### config.mk
export PLATFORM = sky130hd
export DESIGN_NAME = result_ascii_serializer
export DESIGN_NICKNAME = d
export VERILOG_FILES = /design/src/rtl/result_ascii_serializer_pkg.sv /design/src/rtl/result_ascii_serializer_bin2bcd_seq.sv /design/src/rtl/result_ascii_serializer.sv
export SDC_FILE = /design/constraint.sdc
export NUM_CORES = 1
export LEC_CHECK = 0
export CAP_MARGIN = 20
export CORE_MARGIN = 1.5
export CORE_UTILIZATION = 45
export CTS_CLUSTER_DIAMETER = 50
export DETAILED_ROUTE_END_ITERATION = 8
export PLACE_DENSITY = 0.69
export SYNTH_ARGS = -nofsm -noshare
export SYNTH_HDL_FRONTEND = slang
export SYNTH_SLANG_ARGS = --single-unit
### constraint.sdc
create_clock -name clk -period 2.64 [get_ports clk]
set_input_delay 0.396 -clock clk [delete_from_list [all_inputs] [get_ports clk]]
set_output_delay 0.396 -clock clk [all_outputs]
set_load 0.03 [all_outputs]
### src/rtl/result_ascii_serializer_pkg.sv
// Shared constants and state encoding for the ALU-result-to-UART ASCII formatter.
package uart_alu_defs;

    localparam logic [7:0] ASC_ZERO  = 8'h30;
    localparam logic [7:0] ASC_MINUS = 8'h2D;
    localparam logic [7:0] ASC_CR    = 8'h0D;
    localparam logic [7:0] ASC_LF    = 8'h0A;

    localparam int unsigned MAX_CHARS = 6;

    typedef enum logic [1:0] {
        IDLE = 2'd0,
        CONV = 2'd1,
        EMIT = 2'd2
    } state_t;

    function automatic logic [7:0] digit_char(input logic [3:0] d);
        return ASC_ZERO + {4'h0, d};
    endfunction

endpackage

### src/rtl/result_ascii_serializer_bin2bcd_seq.sv
// Iterative double-dabble: 8-bit binary to three BCD digits, one shift per cycle.
// o_done rises exactly 8 cycles after i_start and stays high for one cycle.
module bin2bcd_seq (
    input  logic        clk,
    input  logic        rst,
    input  logic        i_start,
    input  logic [7:0]  i_bin,
    output logic [11:0] o_bcd,
    output logic        o_done
);

    logic [7:0]  r_bin;
    logic [11:0] r_bcd;
    logic [3:0]  r_cnt;
    logic        r_active;
    logic [11:0] w_adj;

    always_comb begin
        w_adj = r_bcd;
        for (int unsigned d = 0; d < 3; d++) begin
            if (r_bcd[4*d +: 4] >= 4'd5) begin
                w_adj[4*d +: 4] = r_bcd[4*d +: 4] + 4'd3;
            end
        end
    end

    always_ff @(posedge clk) begin
        if (rst) begin
            r_bin    <= '0;
            r_bcd    <= '0;
            r_cnt    <= '0;
            r_active <= 1'b0;
        end else if (i_start) begin
            r_bin    <= i_bin;
            r_bcd    <= '0;
            r_cnt    <= 4'd8;
            r_active <= 1'b1;
        end else if (r_cnt != 4'd0) begin
            {r_bcd, r_bin} <= {w_adj[10:0], r_bin, 1'b0};
            r_cnt          <= r_cnt - 4'd1;
        end else begin
            r_active <= 1'b0;
        end
    end

    assign o_bcd  = r_bcd;
    assign o_done = r_active && (r_cnt == 4'd0);

endmodule

### src/rtl/result_ascii_serializer.sv
// Formats one 8-bit ALU result as decimal ASCII (optional sign, optional CR LF)
// and streams it byte by byte over a valid/ready pair towards UART_TX.
module result_ascii_serializer
    import uart_alu_defs::*;
#(
    parameter bit SIGNED_MODE = 1'b0,
    parameter bit APPEND_CRLF = 1'b1
) (
    input  logic       clk,
    input  logic       rst,
    input  logic [7:0] data_i,
    input  logic       valid_in,
    output logic       ready_in,
    output logic [7:0] out_data,
    output logic       out_valid,
    input  logic       out_ready,
    output logic       busy
);

    state_t r_state, w_next;

    logic                         w_accept;
    logic                         w_is_neg;
    logic [7:0]                   w_mag;
    logic [11:0]                  w_bcd;
    logic                         w_done;
    logic                         w_last;
    logic                         r_neg;
    logic [MAX_CHARS-1:0][7:0]    r_list, w_list;
    logic [2:0]                   r_idx, r_len, w_len;

    assign w_accept = valid_in && (r_state == IDLE);
    assign w_is_neg = SIGNED_MODE && data_i[7];
    // 8'h80 negates to itself, which read as unsigned is the wanted 128
    assign w_mag    = w_is_neg ? (8'd0 - data_i) : data_i;
    assign w_last   = (r_idx == r_len - 3'd1);

    bin2bcd_seq u_bcd (
        .clk     (clk),
        .rst     (rst),
        .i_start (w_accept),
        .i_bin   (w_mag),
        .o_bcd   (w_bcd),
        .o_done  (w_done)
    );

    // Packs the string front-to-back; w_len doubles as the write pointer.
    always_comb begin
        w_list = '0;
        w_len  = '0;
        if (r_neg) begin
            w_list[w_len] = ASC_MINUS;
            w_len         = w_len + 3'd1;
        end
        if (w_bcd[11:8] != 4'd0) begin
            w_list[w_len] = digit_char(w_bcd[11:8]);
            w_len         = w_len + 3'd1;
        end
        if (w_bcd[11:4] != 8'd0) begin
            w_list[w_len] = digit_char(w_bcd[7:4]);
            w_len         = w_len + 3'd1;
        end
        w_list[w_len] = digit_char(w_bcd[3:0]);
        w_len         = w_len + 3'd1;
        if (APPEND_CRLF) begin
            w_list[w_len] = ASC_CR;
            w_len         = w_len + 3'd1;
            w_list[w_len] = ASC_LF;
            w_len         = w_len + 3'd1;
        end
    end

    always_ff @(posedge clk) begin
        if (rst) begin
            r_state <= IDLE;
        end else begin
            r_state <= w_next;
        end
    end

    always_comb begin
        w_next    = r_state;
        ready_in  = 1'b0;
        out_valid = 1'b0;
        busy      = 1'b0;
        case (r_state)
            IDLE: begin
                ready_in = 1'b1;
                if (valid_in) w_next = CONV;
            end
            CONV: begin
                busy = 1'b1;
                if (w_done) w_next = EMIT;
            end
            EMIT: begin
                busy      = 1'b1;
                out_valid = 1'b1;
                if (out_ready && w_last) w_next = IDLE;
            end
            default: w_next = IDLE;
        endcase
    end

    always_ff @(posedge clk) begin
        if (rst) begin
            r_neg  <= 1'b0;
            r_list <= '0;
            r_len  <= '0;
            r_idx  <= '0;
        end else begin
            if (w_accept) begin
                r_neg <= w_is_neg;
            end
            if ((r_state == CONV) && w_done) begin
                r_list <= w_list;
                r_len  <= w_len;
                r_idx  <= '0;
            end
            if ((r_state == EMIT) && out_ready) begin
                r_idx <= w_last ? 3'd0 : r_idx + 3'd1;
            end
        end
    end

    assign out_data = r_list[r_idx];

endmodule
==> impl_metrics.toml <==
[outcome]
status = "finished, final reports clean"

[routing]
drc_errors = 0
drt-initial-drc-count = 135
dr.pass1.iters = 4
routed_wl_um = 5250
ant_nets = 0
vias = 2147
routedWlPerCell_um = 12.7
viasPerCell = 5.19

[cts]
clk_pin_slew_ns = 0.10
cts_root_buffer = "clkbuf_8"
numCtsBuffers = 5
worst_skew_pair.late_latency_ns = 0.31
cts_resized = 0
cts_setup_buffers = 0
ctsHoldBuffers = 0
cts.sinks = 53
cts_tree = "built"
htree_levels = 2
clk_path_buf_depth = 2

[floorplan]
die_area_um2 = 6610
rows = 28
die_h_um = 81.3
initial_core_util = 0.466
die_w_um = 81.3
coreArea_um2 = 5920
ios = 23

[global_route]
grt_max_degree = 36
gr-total-overflow = 0
grt_pass1_wl_um = 8800
antenna_found_initial = 0
grt_util_all_layers = 0.170
grt_pass1_vias = 1916

[power_and_ir_drop]
p_clk_frac = 0.178
power.leakage_uw = 0.00112
p_int_uw = 1550
p_seq_frac = 0.397
netSwitchingPower_uw = 1030
power_frac_comb = 0.425
peakVddDrop_uv = 520
p_sw_frac = 0.400
powerDensity_nw_per_um2 = 839

[layout]
final_cells = 414
drive_above_1_share = 0.0826
layout_commonest_cell = "dfxtp_1"
antennaDiodeCount = 0
layout_common_cells = "dfxtp_1, nand2_1, nor2_1, a21oi_1, clkdlybuf4s50_1"
syn2layout_area_growth_pct = 11.5
nets = 365
final_util = 0.519

[logic_synthesis]
synth_flop_cell = "dfxtp_1"
synthDistinctLibCells = 43
async_flop_share = 0
synth_area_leaders = "dfxtp_1, ha_1, nand2_1, a21oi_1, nor2_1"
synth-seq-cells = 53
netlist_area_um2 = 2760
syn_inst = 327
ys_warn_count = 0
seq_area_frac_synth = 0.385
synth_edf_count = 0
synth_area_leader_cell = "dfxtp_1"
syn_avg_cell_area_um2 = 8.44
synth_top_area_share = 0.385

[critical_path]
crit_chain = "buf_4 > mux4_2 > nor2b_1 > clkdlybuf4s50_1"
max_stage_delay_ns = 0.60
ff2ff_path_depth = 7
timing_worst_setup_path_type = "reg -> out"
critPathMaxFanout = 11
crit_arrival_ns = 2.08
cp-start-kind = "register"
required_ns = 2.24
crit_slowest_cell = "clkdlybuf4s50_1"
cp-end-kind = "primary output"

[place]
gp_congestion = 0.750
port_buffers = 20
dpl.hpwl_um = 3710
dp_cells = 406

[timing]
slew_viol_final = 0
tightest_slew_ns = 0.672
slew_headroom = 0.551
rsz0062_at_grt = "false"
layout_min_cycle_time_ns = 2.48
finalSetupViolCount = 0
hold_viol = 0
fmax_ghz = 0.403
fin_crit_sh = 0.939
setup_tns_ns = 0
clock_skew_ns = 0.0108

[job]
cap_violations = 0

[hold_path]
hold_path_class = "reg -> reg"
hold_depth = 2
flip-flops by register name (all words and copies together) (netlist names):
signal and cells:
r_idx 3, r_len 3, r_list 20, r_state 2
u_bcd.o_bcd 12, u_bcd.r_active 1, u_bcd.r_bin 8, u_bcd.r_cnt 4
critical path: cells and delay by family, from the launching register on:
kind,cells,cell delay [ns]
buf+inv,2,0.80
mux,1,0.50
flops,1,0.32
simple gates,1,0.15
per-stage QoR:
stage | hold WS, ns | setup WS [ns] | instance area (µm²) | total power [µW]
floorplan | 0.429 | 0.671 | 2760 | 1880
global placement | 0.440 | 0.509 | 2990 | 2130
detailed placement | 0.445 | 0.496 | 2990 | 2150
CTS | 0.458 | 0.133 | 3080 | 2610
global route | 0.483 | 0.0389 | 3080 | 2780
finish | 0.456 | 0.161 | 3080 | 2580
power groups by stage:
stage	Combinational, µW	Sequential, µW	Clock [µW]
2_1_floorplan	859	1020	0
3_3_place_gp	1090	1040	0
3_5_place_dp	1100	1040	0
4_1_cts	1110	1020	477
5_1_grt	1240	1040	506
6_report	1100	1020	458
final timing paths:
kind / to / startpoint / slack, ns
worst max-delay path: out_data[4] / r_idx[0] / 0.16
worst min-delay path: u_bcd.o_bcd[9] / u_bcd.o_bcd[9] / 0.46
worst max register to register: r_list[8] / u_bcd.r_cnt[0] / 0.64
worst min register to register: u_bcd.o_bcd[9] / u_bcd.o_bcd[9] / 0.46
synth_stat cells, types with 2 or more instances:
master     n
clkbuf_1  13
buf_4      4
mux2_2     2
nand2_1   46
o21a_1     5
ha_1      15
clkbuf_2   2
inv_1     17
nor3b_1    6
nand2b_1   4
dfxtp_1   53
buf_2      4
xnor2_1    5
a311oi_1   8
nor2_1    33
nor2b_1    4
nor3_1    13
mux2i_1    4
nand4_1    3
o21ai_0   14
nor4_2     2
nor3b_2    2
a21oi_1   29
a211oi_1   5
mux4_2     5
nand3_1    7
o211ai_1   4
xor2_1     3
cells by family after synthesis:
group	share of synthesized area
mux	0.0635
xor+xnor	0.0336
compound gates	0.153
other cells	0.00136
buf+inv	0.0680
flops	0.385
simple gates	0.228
fa+ha+maj	0.0680
metal layers:
| metal | track usage | routed length [µm] | share of wire |
|---|---|---|---|
| met1 | 0.236 | 2710 | 0.52 |
| met2 | 0.271 | 2420 | 0.46 |
| met3 | 0.0303 | 122 | 0.023 |
| met4 | 0.0414 | 4 | 0.00076 |
| met5 | 0 | 0 | 0 |
area by class of cell:
class	instances	area (µm²)
well taps	75	93.8
fillers	573	2850
flip-flops and latches	53	1060
repair buffers	27	253
clock buffers	6	72.6
clock inverters	2	13.8
multi-input cells	233	1510
inverters	18	67.6
No activity file was read; power rests on OpenSTA's default activity.
